## config.mk

```make
export PLATFORM = sky130hd
export DESIGN_NAME = ram_access_ctrl
export DESIGN_NICKNAME = d
export VERILOG_FILES = /design/src/rtl/ram_access_ctrl.sv
export SDC_FILE = /design/constraint.sdc
export NUM_CORES = 1
export LEC_CHECK = 0
export ABC_AREA = 1
export BUFFER_PORTS_ARGS = -buffer_cell sky130_fd_sc_hd__buf_2
export CAP_MARGIN = 20
export CORE_ASPECT_RATIO = 1.75
export CORE_UTILIZATION = 51
export DETAILED_ROUTE_END_ITERATION = 6
export HOLD_SLACK_MARGIN = 0.05
export PLACE_DENSITY = 0.75
export SLEW_MARGIN = 20
export SYNTH_ARGS = -nofsm -noshare
export SYNTH_HDL_FRONTEND = slang
export SYNTH_SLANG_ARGS = --single-unit
```

## constraint.sdc

```tcl
create_clock -name clock -period 3.6 [get_ports clock]
set_input_delay 0 -clock clock [delete_from_list [all_inputs] [get_ports clock]]
set_output_delay 0 -clock clock [all_outputs]
set_load 0.02 [all_outputs]
```

## src/rtl/ram_access_ctrl.sv

```systemverilog
// rtl/ram_access_ctrl.sv - write-port arbiter, clear engine and read scanner for a two-port RAM
//
// Shares the RAM write port between two level-request / grant-pulse
// requesters and a clear engine that fills every word with one value. The
// read port is stepped through all addresses once every TICK_DIV enabled
// cycles, and each word is captured RD_LAT cycles after its address is issued.
//
// Ports:
//   clock, reset                       rising-edge clock, synchronous active-high reset
//   scan_en                            read scanner advance enable
//   clear_start, fill_value            clear start pulse and fill word
//   req0/addr0/data0, gnt0             requester 0 request and grant pulse
//   req1/addr1/data1, gnt1             requester 1 request and grant pulse
//   busy, clear_done                   clear in progress / pulse after the last clear write
//   ram_wren, ram_wraddress, ram_data  RAM write port
//   ram_rdaddress, ram_q               RAM read port
//   rd_data, rd_valid                  captured read word and its update pulse
//
// Optional: define RD_BYPASS_EN to forward a write that hits the address being
// read, between the address update and the capture, into rd_data.

module ram_access_ctrl #(
   parameter int ADDR_W   = 4,
   parameter int DATA_W   = 8,
   parameter int TICK_DIV = 50000000,
   parameter int RD_LAT   = 2
) (
   input  logic              clock,
   input  logic              reset,
   input  logic              scan_en,
   input  logic              clear_start,
   input  logic [DATA_W-1:0] fill_value,
   input  logic              req0,
   input  logic [ADDR_W-1:0] addr0,
   input  logic [DATA_W-1:0] data0,
   output logic              gnt0,
   input  logic              req1,
   input  logic [ADDR_W-1:0] addr1,
   input  logic [DATA_W-1:0] data1,
   output logic              gnt1,
   output logic              busy,
   output logic              clear_done,
   output logic              ram_wren,
   output logic [ADDR_W-1:0] ram_wraddress,
   output logic [DATA_W-1:0] ram_data,
   output logic [ADDR_W-1:0] ram_rdaddress,
   input  logic [DATA_W-1:0] ram_q,
   output logic [DATA_W-1:0] rd_data,
   output logic              rd_valid
);

   localparam int TICK_W = (TICK_DIV > 1) ? $clog2(TICK_DIV) : 1;

   typedef enum logic [1:0] {
      S_IDLE  = 2'd0,
      S_CLEAR = 2'd1,
      S_DONE  = 2'd2
   } state_t;

   state_t            state, state_nxt;
   logic [ADDR_W-1:0] clr_addr, clr_addr_nxt;   // next word the clear engine writes
   logic [DATA_W-1:0] fill_q, fill_nxt;
   logic              pref1, pref1_nxt;         // 1: requester 1 wins a tie

   logic              elig0, elig1, any_req, pick1;
   logic              wren_d, gnt0_d, gnt1_d, busy_d, done_d;
   logic [ADDR_W-1:0] wraddr_d;
   logic [DATA_W-1:0] wdata_d;

   // A requester granted this cycle still shows its stale request; skip it.
   assign elig0   = req0 & ~gnt0;
   assign elig1   = req1 & ~gnt1;
   assign any_req = elig0 | elig1;
   assign pick1   = elig1 & (~elig0 | pref1);

   always_ff @(posedge clock) begin
      if (reset) begin
         state    <= S_IDLE;
         clr_addr <= '0;
         fill_q   <= '0;
         pref1    <= 1'b0;
      end else begin
         state    <= state_nxt;
         clr_addr <= clr_addr_nxt;
         fill_q   <= fill_nxt;
         pref1    <= pref1_nxt;
      end
   end

   always_comb begin
      state_nxt    = state;
      clr_addr_nxt = clr_addr;
      fill_nxt     = fill_q;
      pref1_nxt    = pref1;
      case (state)
         S_IDLE: begin
            if (clear_start) begin
               state_nxt    = S_CLEAR;
               clr_addr_nxt = ADDR_W'(1);   // word 0 goes out on the way in
               fill_nxt     = fill_value;
            end else if (any_req) begin
               pref1_nxt = ~pick1;
            end
         end
         S_CLEAR: begin
            clr_addr_nxt = clr_addr + 1'b1;
            if (clr_addr == '1) begin
               state_nxt = S_DONE;
            end
         end
         S_DONE:  state_nxt = S_IDLE;
         default: state_nxt = S_IDLE;
      endcase
   end

   // Next values of the registered write-port and status outputs.
   always_comb begin
      wren_d   = 1'b0;
      gnt0_d   = 1'b0;
      gnt1_d   = 1'b0;
      busy_d   = 1'b0;
      done_d   = 1'b0;
      wraddr_d = '0;
      wdata_d  = '0;
      case (state)
         S_IDLE: begin
            if (clear_start) begin
               busy_d  = 1'b1;
               wren_d  = 1'b1;
               wdata_d = fill_value;
            end else if (any_req) begin
               wren_d   = 1'b1;
               gnt0_d   = ~pick1;
               gnt1_d   = pick1;
               wraddr_d = pick1 ? addr1 : addr0;
               wdata_d  = pick1 ? data1 : data0;
            end
         end
         S_CLEAR: begin
            busy_d   = 1'b1;
            wren_d   = 1'b1;
            wraddr_d = clr_addr;
            wdata_d  = fill_q;
         end
         S_DONE:  done_d = 1'b1;
         default: ;
      endcase
   end

   always_ff @(posedge clock) begin
      if (reset) begin
         ram_wren      <= 1'b0;
         ram_wraddress <= '0;
         ram_data      <= '0;
         gnt0          <= 1'b0;
         gnt1          <= 1'b0;
         busy          <= 1'b0;
         clear_done    <= 1'b0;
      end else begin
         ram_wren      <= wren_d;
         ram_wraddress <= wraddr_d;
         ram_data      <= wdata_d;
         gnt0          <= gnt0_d;
         gnt1          <= gnt1_d;
         busy          <= busy_d;
         clear_done    <= done_d;
      end
   end

   // Read scanner
   logic [TICK_W-1:0] tick;
   logic              scan_step;
   logic [RD_LAT:0]   pend;       // bit k: the read address moved k cycles ago
   logic [DATA_W-1:0] cap_word;

   assign scan_step = scan_en && (tick == TICK_W'(TICK_DIV - 1));

`ifdef RD_BYPASS_EN
   logic              byp_hit;
   logic [DATA_W-1:0] byp_data;
   logic              wr_match;

   // Only one capture can be in flight since TICK_DIV > RD_LAT.
   assign wr_match = ram_wren && (ram_wraddress == ram_rdaddress) && (|pend);
   assign cap_word = wr_match ? ram_data : (byp_hit ? byp_data : ram_q);

   always_ff @(posedge clock) begin
      if (reset) begin
         byp_hit  <= 1'b0;
         byp_data <= '0;
      end else if (pend[RD_LAT]) begin
         byp_hit  <= 1'b0;
      end else if (wr_match) begin
         byp_hit  <= 1'b1;
         byp_data <= ram_data;
      end
   end
`else
   assign cap_word = ram_q;
`endif

   always_ff @(posedge clock) begin
      if (reset) begin
         tick          <= '0;
         ram_rdaddress <= '0;
         pend          <= '0;
         rd_data       <= '0;
         rd_valid      <= 1'b0;
      end else begin
         if (scan_en) begin
            tick <= scan_step ? '0 : tick + 1'b1;
         end
         if (scan_step) begin
            ram_rdaddress <= ram_rdaddress + 1'b1;
         end
         pend     <= {pend[RD_LAT-1:0], scan_step};
         rd_valid <= pend[RD_LAT];
         if (pend[RD_LAT]) begin
            rd_data <= cap_word;
         end
      end
   end

endmodule
```

**After elaboration in Yosys (flattened, before gate mapping)**

Index checks and enable logic that the tools add are counted.
W data, S select, Z words.

- Bits in registers: 74
- Latch bits: 0
- Bits in writable memories: 0
- Memory bits (read-only): 0
- Input port bits: 46
- Output and inout bits: 30
- Word-level logic and storage cells: 65
- Memories kept: 0

- $add $sub $neg: 3
- Multiply operators: 0
- Divide/modulo/power cells: 0
- Order comparisons: 0
- Eq/ne operators: 6
- Shift operators: 0
- Muxes and demuxes: 20
- Bitwise operators: 12
- Reductions and logical operators: 8

Operators with widths:

| cell | number |
|---|---|
| $add A26 B1 Y26 const B | 1 |
| $eq A26 B26 Y1 const B | 1 |
| $mux W26 | 1 |
| $mux W8 | 3 |
| $mux W4 | 4 |
| $pmux W4 S2 | 2 |
| $pmux W8 S2 | 1 |
| $add A4 B1 Y4 const B | 2 |
| $not A1 Y1 | 7 |
| $reduce_and A2 Y1 | 3 |
| $eq A4 B4 Y1 const B | 1 |
| $mux W1 | 4 |
| $mux W2 | 2 |
| $ne A2 B2 Y1 const B | 2 |
| $pmux W1 S2 | 2 |
| $pmux W2 S2 | 1 |
| $reduce_or A4 Y1 | 1 |
| $and A1 B1 Y1 | 3 |
| $reduce_and A3 Y1 | 1 |
| $eq A2 B1 Y1 const B | 1 |
| $eq A2 B2 Y1 const B | 1 |
| $logic_not A2 Y1 | 1 |
| $or A1 B1 Y1 | 2 |
| $reduce_bool A2 Y1 | 1 |
| $logic_and A1 B1 Y1 | 1 |

**Depth between registers and ports, before layout**

- Word-level depth: 9
- Depth in mapped cells: 10
- Gate-level depth less buffers: 10

**Worst setup path before layout**

OpenSTA, ideal clock, no wires.

- Path kind: register to register
- Start point: register tick[0]
- End point: register tick[22]
- Setup time: 113 ps
- Arrival: 1221 ps
- Data required time: 3487 ps
- Setup slack: 2266 ps
- Cell stages (with the launch flop): 10
- Path buffers: 1
- Period minus slack after synthesis: 1334 ps
- Path through: dfxtp_1 -> ha_1 -> nand3_1 -> nor2_2 -> nand2_1 -> nor2_4 -> nor2_4 -> buf_6 -> nand2_1 -> nor2_1

- Cells in the longest elaborated chain, start to end: 3
- Elaborated cells on any way between the ends: 4
- Those cells by class: 1 x add/sub; 1 x eq/ne; 1 x mux; 1 x reduce/logical

RTL lines:

| what | RTL line | RTL |
|---|---|---|
| start, declared | 171 | `logic [TICK_W-1:0] tick;` |
| start signal, assigned | 211 | `tick <= scan_step ? '0 : tick + 1'b1;` |
| branches (longest 2 deep; another with $add A26 B1 Y26) | - |  |
| $mux W26 (*) | 211 |  |

Every way passes the cells marked *.
A chain may end at the register's enable or synchronous reset.

**Worst setup path in the final report**

- Start point: register gnt0
- End point: register ram_data[5]

- Cells in the longest elaborated chain, start to end: 9
- Elaborated cells on any way between the ends: 10
- Those cells by class: 4 x mux; 6 x bitwise

RTL lines:

| what | RTL line | RTL |
|---|---|---|
| start, declared | 36 | `output logic gnt0,` |
| start signal, assigned | 163 | `gnt0 <= gnt0_d;` |
| $not A1 Y1 (*) | 71 | `assign elig0 = req0 & ~gnt0;` |
| $and A1 B1 Y1 (*) | 71 |  |
| $not A1 Y1 | 74 | `assign pick1 = elig1 & (~elig0 \| pref1);` |
| $or A1 B1 Y1 | 74 |  |
| $and A1 B1 Y1 | 74 |  |
| $mux W8 | 136 | `wdata_d = pick1 ? data1 : data0;` |
| $mux W8 (*) | 131 | `end else if (any_req) begin` |
| $mux W8 (*) | 127 | `if (clear_start) begin` |
| $pmux W8 S2 (*) | 125 | `case (state)` |
| end signal, assigned | 162 | `ram_data <= wdata_d;` |
| end, declared | 45 | `output logic [DATA_W-1:0] ram_data,` |

Every way passes the cells marked *; elsewhere a longest branch is shown, timed or not.

==> flow_summary.ini <==
[sta]
hold_violations = 0
rsz0062_at_grt = no
fin_worst_skew_ps = 4.527
min_period_ps = 2379
finalCritPeriodShare = 0.6609
setup_viol = 0
slew_violations = 0
finalSetupTns_ps = 0
slew_headroom = 0.5266
fmax_mhz = 420.3
tightest_slew_ps = 710.2
hold_ws_ps = 56.67

[synth]
syn_area_sq_um = 3550
ys.warnings.count = 0
synth_top_area_frac = 0.4173
synth_area_leader_cell = dfxtp_1
synth_enable_flop_cells = 0
synth.distinct_cells = 34
synth_area_leaders = dfxtp_1 42%, nand2_1 13%, inv_1 8.6%, nor2_1 8.4%, nand3_1 4.9%
synth_commonest_cells = 126 x nand2_1, 81 x inv_1, 79 x nor2_1
synthArstFlopShare = 0
synthFlopType = dfxtp_1
ys_seq_elements = 74
syn_avg_cell_area_sq_um = 6.761
synth_fp_nets = 574
synth_cells = 525
synth.most_common_cell = nand2_1
yosysSeqAreaShare = 0.4173

[setup_path]
crit_end = ram_data[5]$_SDFF_PP0_
max_stage_delay_ps = 610
path_class = flip-flop to flip-flop
required_ps = 3870
arrival_ps = 2640
cp.depth = 8
crit_slowest_cell = dlygate4sd3_1
cp-end-kind = flip-flop
critPathLaunchType = flip-flop
reg2reg_depth = 8
crit_path_cell_trace = nor2_1 -> nand2_1 -> nand2_1 -> inv_1 -> nand2_1 -> nand3_1 -> dlygate4sd3_1 -> a21oi_1
reg2reg_to = ram_data[5]$_SDFF_PP0_
crit_buf_inv = 2
cpMostUsedCell = nand2_1
critPathMaxFanout = 14
regToRegStartpoint = gnt0$_SDFF_PP0_
rrSetupSlack_ps = 1220
cpLargestDelayFamily = buffers and inverters
critPathLaunch = gnt0$_SDFF_PP0_

[routing]
drt_first_iter_violations = 195
vias_per_cell = 5.063
wire_per_inst_microns = 13.61
wl_microns = 9911
drc = 0
drt_pass1_iterations = 5
final_antenna_net_count = 0
via_count = 3686

[global_route]
antenna_found_initial = 0
grt_max_degree = 38
grtUsageTotal = 0.2941
grt_pass1_wl_microns = 16320
globalRouteOverflowTotal = 0
grt_pass1_vias = 3704

[clock_network]
cts_buffer_depth = 2
cts-resized-gates = 0
insertion_delay_ps = 340
cts_tree = done
htreeDepth = 3
numCtsBuffers = 9
post_cts_buffers = 0
cts_sinks = 74
cts.clk_slew.worst_paths_ps = 60
clockRootBuffer = clkbuf_16

[power_and_ir_drop]
ir_drop_uv = 379.0
p_int_uw = 1680
p_leak_uw = 0.002162
seqPwrFrac = 0.395
p_comb_frac = 0.096
sw_frac_of_total = 0.2238
powerDensity_nw_per_um2 = 456.1
power_switching_uw = 484.4
clkPwrFrac = 0.509

[run]
cap_violations = 0

[placement]
dp_cells = 670
io_buffers = 75
gp_congestion = 0.8887
hpwl_microns = 6375

[floorplan]
die_w_microns = 65.07
fp.dieH_microns = 112.4
die_area_sq_um = 7311
initial_core_util = 0.5349
design.core.area_sq_um = 6636
io_pins = 76
core.rowCount = 39

[layout]
nets = 690
fillers = 542
regArea_sq_um = 1481
layout-drive-gt1-share = 0.1889
multi_input_area_sq_um = 1660
antenna_cells = 0
syn2layout_area_growth_pct = 33.66
final_cells = 728

[run_status]
status = completed

[min_path]
hold_class = input port to flip-flop
==> worst register-to-register path: stages (launching register included) <==
cell and delay, ps:
dfxtp_1 320, nor2_1 110, nand2_1 50, nand2_1 370
inv_1 380, nand2_1 210, nand3_1 120, dlygate4sd3_1 610
a21oi_1 130
==> cells in the final DEF (no fill, tap or decap), types with 4 or more instances in the layout <==
cell type,Yosys,final
dlygate4sd3_1,0,42
nand2_1,126,126
o22ai_1,9,9
nand3_1,35,35
o21ai_1,5,5
inv_1,81,81
dfxtp_1,74,74
buf_2,5,75
nor2_1,79,79
nand2_2,6,6
a21oi_1,26,26
nor3_1,8,8
nand4_1,5,5
nor2_4,9,9
clkbuf_16,0,9
inv_2,6,6
o21ai_0,16,16
bufinv_16,0,4
==> sequential cells by signal (all words and copies together) (netlist names) <==
signal         flops
rd_valid           1
ram_wraddress      4
busy               1
ram_rdaddress      4
rd_data            8
ram_data           8
fill_q             8
state              2
ram_wren           1
pend               3
gnt0               1
pref1              1
gnt1               1
clear_done         1
clr_addr           4
tick              26
==> layer usage <==
metal | vias up | wire, microns | GRT usage | share of wire
li1 | 1863 | - | - | -
met1 | 1668 | 3481 | 0.2723 | 0.35
met3 | 41 | 395 | 0.06301 | 0.040
met4 | 0 | 466 | 0.1812 | 0.047
met5 | - | 0 | 0 | 0
met2 | 114 | 5568 | 0.5576 | 0.56
==> logic make-up after synthesis <==
family,count (synthesis),share of synthesized area
adder cells (fa/ha/maj),3,0.01058
flip-flops,74,0.4173
XOR/XNOR,5,0.01234
AND/OR/NAND/NOR,280,0.3525
buffers and inverters,102,0.1149
AO/OA/AOI/OAI,61,0.09235
==> worst min-delay path by stage <==
stage	slack, ps	end	cells past startpoint	start
finish	60	tick[1]$_SDFFE_PP0P_	3	scan_en
floorplan	130	rd_data[0]$_SDFFE_PP0P_	2	ram_q[0]
global placement	220	rd_data[3]$_SDFFE_PP0P_	3	ram_q[3]
global route	80	tick[1]$_SDFFE_PP0P_	3	scan_en
detailed placement	230	rd_data[3]$_SDFFE_PP0P_	3	ram_q[3]
CTS	50	tick[1]$_SDFFE_PP0P_	3	scan_en
==> stage by stage <==
stage | setup WS [ps] | instance area, sq um | total power (uW) | utilization
after floorplan | 2266 | 3550 | 974.2 | -
after global placement | 1749 | 3958 | 1026 | 0.5963
after detailed placement | 1696 | 3958 | 1031 | 0.5963
after CTS | 1335 | 4745 | 2162 | 0.7149
after global routing | 1043 | 4745 | 2233 | 0.7149
final | 1221 | 4745 | 2164 | 0.7149
==> power groups by stage <==
stage          clock (uW)  sequential (uW)  combinational (uW)
2_1_floorplan           0              886                87.9
3_3_place_gp            0              871                 156
3_5_place_dp            0              871                 160
4_1_cts              1110              854                 200
5_1_grt              1150              857                 229
6_report             1100              855                 209
==> layout make-up <==
class	count	share of cell area
flip-flops and latches	74	0.3122
multi-input cells	349	0.3499
inverters	90	0.07120
clock buffers	9	0.04747
clock inverters	7	0.02980
repair buffers	117	0.1677
well taps	82	0.02162
==> what timing repair did <==
item                                   CTS  global route
setup endpoints to repair                0             0
endpoints found under the hold margin   29             0
hold buffers                            42             0
(Power assumes the default switching activity.)
